===== config.mk =====
export PLATFORM = sky130hd
export DESIGN_NAME = post_spike_aer_encoder
export DESIGN_NICKNAME = d
export VERILOG_FILES = /design/src/rtl/post_spike_aer_encoder_pkg.sv /design/src/rtl/post_spike_aer_encoder_fifo.sv /design/src/rtl/post_spike_aer_encoder.sv
export SDC_FILE = /design/constraint.sdc
export NUM_CORES = 1
export LEC_CHECK = 0
export ABC_CLOCK_PERIOD_IN_PS = 3500
export BUFFER_PORTS_ARGS = -buffer_cell sky130_fd_sc_hd__buf_2
export CELL_PAD_IN_SITES_DETAIL_PLACEMENT = 0
export CELL_PAD_IN_SITES_GLOBAL_PLACEMENT = 1
export CORE_MARGIN = 2
export CORE_UTILIZATION = 35
export CTS_CLUSTER_SIZE = 8
export DETAILED_ROUTE_END_ITERATION = 10
export GPL_ROUTABILITY_DRIVEN = 0
export PLACE_DENSITY = 0.56
export SLEW_MARGIN = 10
export SYNTH_ARGS = -nofsm -noshare
export SYNTH_HDL_FRONTEND = slang
export SYNTH_HIERARCHICAL = 1
export SYNTH_SLANG_ARGS = --single-unit

===== constraint.sdc =====
create_clock -name CLK -period 3.5 [get_ports CLK]
set_input_delay 0 -clock CLK [delete_from_list [all_inputs] [get_ports CLK]]
set_output_delay 0 -clock CLK [all_outputs]
set_load 0.03 [all_outputs]

===== src/rtl/post_spike_aer_encoder_pkg.sv =====
// Shared definitions for the post-neuron spike AER encoder: serializer state
// encoding, default sizes and the FIFO entry layout.
package post_spike_aer_encoder_pkg;

    typedef logic [1:0] enc_state_t;

    localparam enc_state_t ST_IDLE   = 2'd0;
    localparam enc_state_t ST_LOAD   = 2'd1;
    localparam enc_state_t ST_REQ_HI = 2'd2;
    localparam enc_state_t ST_REQ_LO = 2'd3;

    localparam int unsigned AER_WIDTH_DEFAULT  = 12;
    localparam int unsigned FIFO_DEPTH_DEFAULT = 8;

    // Entry = {lane-0 address with lane bits cleared, per-lane spike mask}
    function automatic int unsigned fifo_entry_width(input int unsigned addr_width,
                                                     input int unsigned lanes);
        return addr_width + lanes;
    endfunction

endpackage


===== src/rtl/post_spike_aer_encoder_fifo.sv =====
// Synchronous spike-word FIFO with first-word-fall-through read port.
// DEPTH must be a power of two so the pointers wrap naturally.
module spike_word_fifo #(
    parameter int unsigned WIDTH = 14,
    parameter int unsigned DEPTH = 8
) (
    input  logic             clk,
    input  logic             rst,
    input  logic             wr_en,
    input  logic [WIDTH-1:0] wr_data,
    input  logic             rd_en,
    output logic [WIDTH-1:0] rd_data,
    output logic             full,
    output logic             empty
);

    localparam int unsigned PTR_W = $clog2(DEPTH);

    logic [WIDTH-1:0] mem [DEPTH];
    logic [PTR_W-1:0] wr_ptr;
    logic [PTR_W-1:0] rd_ptr;
    logic [PTR_W:0]   count;
    logic             do_wr;
    logic             do_rd;

    assign full    = (count == (PTR_W+1)'(DEPTH));
    assign empty   = (count == '0);
    assign rd_data = mem[rd_ptr];

    // A write while full is accepted only when the head leaves in the same cycle
    assign do_rd = rd_en && !empty;
    assign do_wr = wr_en && (!full || do_rd);

    always_ff @(posedge clk or posedge rst) begin
        if (rst) begin
            wr_ptr <= '0;
            rd_ptr <= '0;
            count  <= '0;
        end else begin
            if (do_wr) wr_ptr <= wr_ptr + PTR_W'(1);
            if (do_rd) rd_ptr <= rd_ptr + PTR_W'(1);
            if (do_wr && !do_rd)      count <= count + (PTR_W+1)'(1);
            else if (!do_wr && do_rd) count <= count - (PTR_W+1)'(1);
        end
    end

    always_ff @(posedge clk) begin
        if (do_wr) mem[wr_ptr] <= wr_data;
    end

endmodule


===== src/rtl/post_spike_aer_encoder.sv =====
// Buffers per-word spike masks from the neuron core and serializes each set
// lane as one four-phase AER address event, lowest lane first.
module post_spike_aer_encoder
    import post_spike_aer_encoder_pkg::*;
#(
    parameter int unsigned POST_NEUR_PARALLEL   = 4,
    parameter int unsigned POST_NEUR_ADDR_WIDTH = 10,
    parameter int unsigned AER_WIDTH            = AER_WIDTH_DEFAULT,
    parameter int unsigned FIFO_DEPTH           = FIFO_DEPTH_DEFAULT
) (
    input  logic                            CLK,
    input  logic                            RST,
    input  logic [POST_NEUR_PARALLEL-1:0]   NEUR_EVENT_IN,
    input  logic                            NEUR_EVENT_VALID,
    input  logic [POST_NEUR_ADDR_WIDTH-1:0] CTRL_POST_NEURON_ADDRESS,
    output logic [AER_WIDTH-1:0]            AEROUT_ADDR,
    output logic                            AEROUT_REQ,
    input  logic                            AEROUT_ACK,
    output logic                            ENC_FULL,
    output logic                            ENC_BUSY,
    output logic                            ENC_OVF
);

    localparam int unsigned LANE_SHIFT = $clog2(POST_NEUR_PARALLEL);
    localparam int unsigned LANE_W     = (LANE_SHIFT > 0) ? LANE_SHIFT : 1;
    localparam int unsigned ENTRY_W    = fifo_entry_width(POST_NEUR_ADDR_WIDTH, POST_NEUR_PARALLEL);
    localparam logic [POST_NEUR_PARALLEL-1:0] MASK_ONE = POST_NEUR_PARALLEL'(1);

    enc_state_t                      state;
    logic                            ack_meta;
    logic                            ack_sync;
    logic [POST_NEUR_ADDR_WIDTH-1:0] work_addr;
    logic [POST_NEUR_PARALLEL-1:0]   work_mask;
    logic [POST_NEUR_ADDR_WIDTH-1:0] word_base;
    logic [POST_NEUR_ADDR_WIDTH-1:0] neuron_index;
    logic [LANE_W-1:0]               lane;
    logic [ENTRY_W-1:0]              fifo_rd_data;
    logic                            fifo_full;
    logic                            fifo_empty;
    logic                            has_spikes;
    logic                            push;
    logic                            pop;

    assign word_base  = (CTRL_POST_NEURON_ADDRESS >> LANE_SHIFT) << LANE_SHIFT;
    assign has_spikes = |NEUR_EVENT_IN;

    // Pop on the way out of IDLE, or when the handshake closes with the working word exhausted
    assign pop = !fifo_empty &&
                 ((state == ST_IDLE) ||
                  (state == ST_REQ_LO && !ack_sync && work_mask == '0));
    assign push = NEUR_EVENT_VALID && has_spikes && (!fifo_full || pop);

    assign ENC_FULL = fifo_full;
    assign ENC_BUSY = !fifo_empty || (state != ST_IDLE);

    spike_word_fifo #(
        .WIDTH(ENTRY_W),
        .DEPTH(FIFO_DEPTH)
    ) u_fifo (
        .clk    (CLK),
        .rst    (RST),
        .wr_en  (push),
        .wr_data({word_base, NEUR_EVENT_IN}),
        .rd_en  (pop),
        .rd_data(fifo_rd_data),
        .full   (fifo_full),
        .empty  (fifo_empty)
    );

    always_comb begin
        lane = '0;
        for (int unsigned i = POST_NEUR_PARALLEL; i > 0; i--) begin
            if (work_mask[i-1]) lane = LANE_W'(i-1);
        end
    end

    assign neuron_index = work_addr + POST_NEUR_ADDR_WIDTH'(lane);

    always_ff @(posedge CLK or posedge RST) begin
        if (RST) begin
            ack_meta <= 1'b0;
            ack_sync <= 1'b0;
        end else begin
            ack_meta <= AEROUT_ACK;
            ack_sync <= ack_meta;
        end
    end

    always_ff @(posedge CLK or posedge RST) begin
        if (RST) begin
            ENC_OVF <= 1'b0;
        end else if (NEUR_EVENT_VALID && has_spikes && fifo_full && !pop) begin
            ENC_OVF <= 1'b1;
        end
    end

    always_ff @(posedge CLK or posedge RST) begin
        if (RST) begin
            state       <= ST_IDLE;
            work_addr   <= '0;
            work_mask   <= '0;
            AEROUT_REQ  <= 1'b0;
            AEROUT_ADDR <= '0;
        end else begin
            if (pop) begin
                work_addr <= fifo_rd_data[ENTRY_W-1:POST_NEUR_PARALLEL];
                work_mask <= fifo_rd_data[POST_NEUR_PARALLEL-1:0];
            end
            case (state)
                ST_IDLE: begin
                    if (pop) state <= ST_LOAD;
                end
                // Holding off until the synchronized ACK is low also covers ACK stuck high after reset
                ST_LOAD: begin
                    if (!ack_sync) begin
                        AEROUT_ADDR <= AER_WIDTH'(neuron_index);
                        AEROUT_REQ  <= 1'b1;
                        state       <= ST_REQ_HI;
                    end
                end
                ST_REQ_HI: begin
                    if (ack_sync) begin
                        AEROUT_REQ <= 1'b0;
                        work_mask  <= work_mask & (work_mask - MASK_ONE);
                        state      <= ST_REQ_LO;
                    end
                end
                ST_REQ_LO: begin
                    if (!ack_sync) begin
                        if (work_mask != '0 || pop) state <= ST_LOAD;
                        else                        state <= ST_IDLE;
                    end
                end
                default: state <= ST_IDLE;
            endcase
        end
    end

endmodule


==> run metrics <==
CTS Buf Count=17; Top FF cell, synth=edfxtp_1; Fin Setup TNS=0 ns; # setup viols final=0; Cells after Synth=365; Layout area overhead=20.3%; via count=3,311; stages on the worst setup path=12; status=completed; crit path DAT=3.52 ns; critical path, cell by cell=nor4_1, buf_4, nor2_1, a31oi_4, inv_1, o41ai_2, ha_1, inv_1, ha_1, or4_1, nand3_1, o211ai_1; Hold WS=about 0.14 ns; antenna-violating nets left=0; Layout Nets=481; die extent in y=roughly 140 µm; met1 WL=5910 µm; gr usage total=0.133; DR WL met2=5590 µm; Synth Register Bits=152; CP endpoint kind=register; I/O pins=34; top routing layer used=met4; synth unique cells=49; final hold viol count=0; Int Power=4510 µW; Max-slew headroom=0.408; post-DP HPWL=roughly 7600 µm; area of the multi-input gates=2030 µm²; most frequent cells after synthesis=edfxtp_1 (112), dfrtp_1 (40), mux4_2 (28), mux2_2 (20), nand2_1 (17); Sw Ratio=0.337; Root Buffer=clkbuf_16; peak supply drop=630 µV; syn_area_per_cell=between 15 and 20 µm²; met3 WL=381 µm; Max Slew Vio Count=0; Hold Path Class=input pin to asynchronous set/reset pin; # resized after CTS=0; Initial DRC Count=245; share of cells above drive strength 1=0.325; Initial Utilization=0.357; # port buffers=29; PwrDens=883 nW/µm²; Vias/cell=4.79; DRC=0; measured slew at the worst slew-check pin=0.888 ns; WL/cell=17.5 µm; register area=4370 µm²; cts hold-fix bufs=15; mapped cell area=roughly 6400 µm²; Layout fillers=1,609; most area-hungry cell type in the Yosys netlist=edfxtp_1; H-Tree Depth=4; CTS max path bufs=2; ranking of synthesized cells by area=edfxtp_1 (52%), dfrtp_1 (16%), mux4_2 (9.8%), mux2_2 (3.5%), ha_1 (2.3%); Net Switching=about 2300 µW; Post CTS Setup Buffer Count=0; number of global-route vias before repair=3,361; WP data required=3.80 ns; Seq/Total Area, Yosys=0.681; Final Cycle Share=0.920; Crit path largest cell delay=0.53 ns; clock share of power=0.250; RSZ-0062 raised after global routing=false; Crit path buffers/inverters=3; Worst setup SP type=register; largest net degree at the start of global routing=31; Async SR Flop Fraction=0.263; final wirelength=between 10,000 and 15,000 µm; Post-synth EDFFs=112; Crit Path Class=register to register; total number of yosys warnings=6; maxcap violations=0; Top delay family on crit path=simple AND/OR/NAND/NOR gates; CP max FO=7; core area=18,000 µm²; row count=49; Pleak=0.00281 µW; Clock Latency Late Sink=0.42 ns; CP max stage cell=or4_1; number of diodes=0; total global routing overflow=0; Fin Clk Skew=0.00549 ns; TritonCTS Sinks=152; count leader, synth=edfxtp_1; chip width=roughly 140 µm; Clk pin slew, worst setup/hold paths=0.06 ns; First-pass DRT Iterations=4; Gate power share=0.346; CTS tree=yes; Worst R2R Path Depth=12; Yosys top cell area share=0.525; f_max=311 MHz; Die ar.=19,400 µm²; first-pass GRT wire length=19,200 µm; antenna violations before repair=0; Period minus WS final=3.22 ns; Reg power frac=0.404
## layout make-up
cell class | instances | area share
inverter | 11 | 0.00535
timing repair buffer | 63 | 0.0568
tap | 229 | 0.0372
clock inverter | 14 | 0.0162
multi-input combinational | 204 | 0.263
sequential | 152 | 0.566
clock buffer | 18 | 0.0557
## routing by layer
| metal | track usage | vias up |
|---|---|---|
| met3 | 0.0334 | 11 |
| met2 | 0.204 | 54 |
| met5 | 0 | - |
| met1 | 0.183 | 1673 |
| li1 | - | 1573 |
| met4 | 0.0510 | 0 |
## flip-flops by register name, summed over array words and instances (netlist names), 2 cells and up
register,cells
state,2
work_addr,10
AEROUT_ADDR,10
u_fifo/rd_ptr,3
work_mask,4
u_fifo/count,4
u_fifo/wr_ptr,3
u_fifo/mem,112
## final timing paths
path	startpoint	to	slack, ns
min in group CLK	AEROUT_ACK	ack_meta	0.22
setup / recovery	u_fifo/count[0]	u_fifo/count[3]	0.28
hold / removal	RST	u_fifo/wr_ptr[0]	0.14
hold reg to reg	ack_meta	ack_sync	0.35
setup reg to reg	u_fifo/count[0]	u_fifo/count[3]	0.28
max in group asynchronous	RST	work_addr[7]	2.98
## logic make-up after synthesis
family	after synthesis	synth area share
xor gates and xnor gates	14	0.0191
and+or+nand+nor	59	0.0488
buffers and inverters	26	0.0201
other	1	0.000585
AOI/OAI and AO/OA	40	0.0441
muxes	59	0.157
DFF	152	0.681
adders and majority gates	14	0.0297
## worst reg2reg max path, stage by stage (launching register included)
cell and delay, ns:
dfrtp_1 0.48, nor4_1 0.31, buf_4 0.17, nor2_1 0.06, a31oi_4 0.24, inv_1 0.15, o41ai_2 0.12, ha_1 0.36
inv_1 0.13, ha_1 0.37, or4_1 0.53, nand3_1 0.10, o211ai_1 0.08
## through the flow
step | cells | setup WS (ns) | total power [µW] | instance area (µm²) | util
2_1_floorplan | 382 | 0.0675 | 4490 | 6470 | -
3_3_place_gp | 644 | 0.349 | 5130 | 7010 | 0.390
3_5_place_dp | 644 | 0.288 | 5160 | 7010 | 0.390
4_1_cts | 691 | 0.271 | 6910 | 7710 | 0.429
5_1_grt | 691 | 0.00828 | 7220 | 7710 | 0.429
6_report | 691 | 0.282 | 6810 | 7710 | 0.429
## power groups by stage
stage,Clock (µW),Combinational [µW],Sequential (µW)
final,1700,2360,2750
after global routing,1820,2580,2820
after CTS,1750,2400,2770
after detailed placement,0,2360,2800
after global placement,0,2350,2780
after floorplan,0,1730,2750
## placed cells by master, fill, tap and decap left out, drive strengths merged, types with 2 or more instances in the layout
master	Yosys	layout
o41ai	2	2
nor2	10	10
conb	1	18
clkinv	0	9
inv	11	13
buf	11	48
clkbuf	4	18
nand3b	2	2
xor2	2	2
mux4	28	28
nand2b	4	4
mux2i	2	2
a22o	3	3
clkinvlp	0	2
edfxtp	112	112
nand3	7	7
o21ai	18	18
nor3	7	7
nor2b	3	3
mux2	29	29
dlygate4sd3	0	15
a21oi	8	8
ha	12	12
nor4	3	3
fa	2	2
xnor2	12	12
o211ai	3	3
nand2	17	17
dfrtp	40	40
Power figures use the tool's default switching activity.
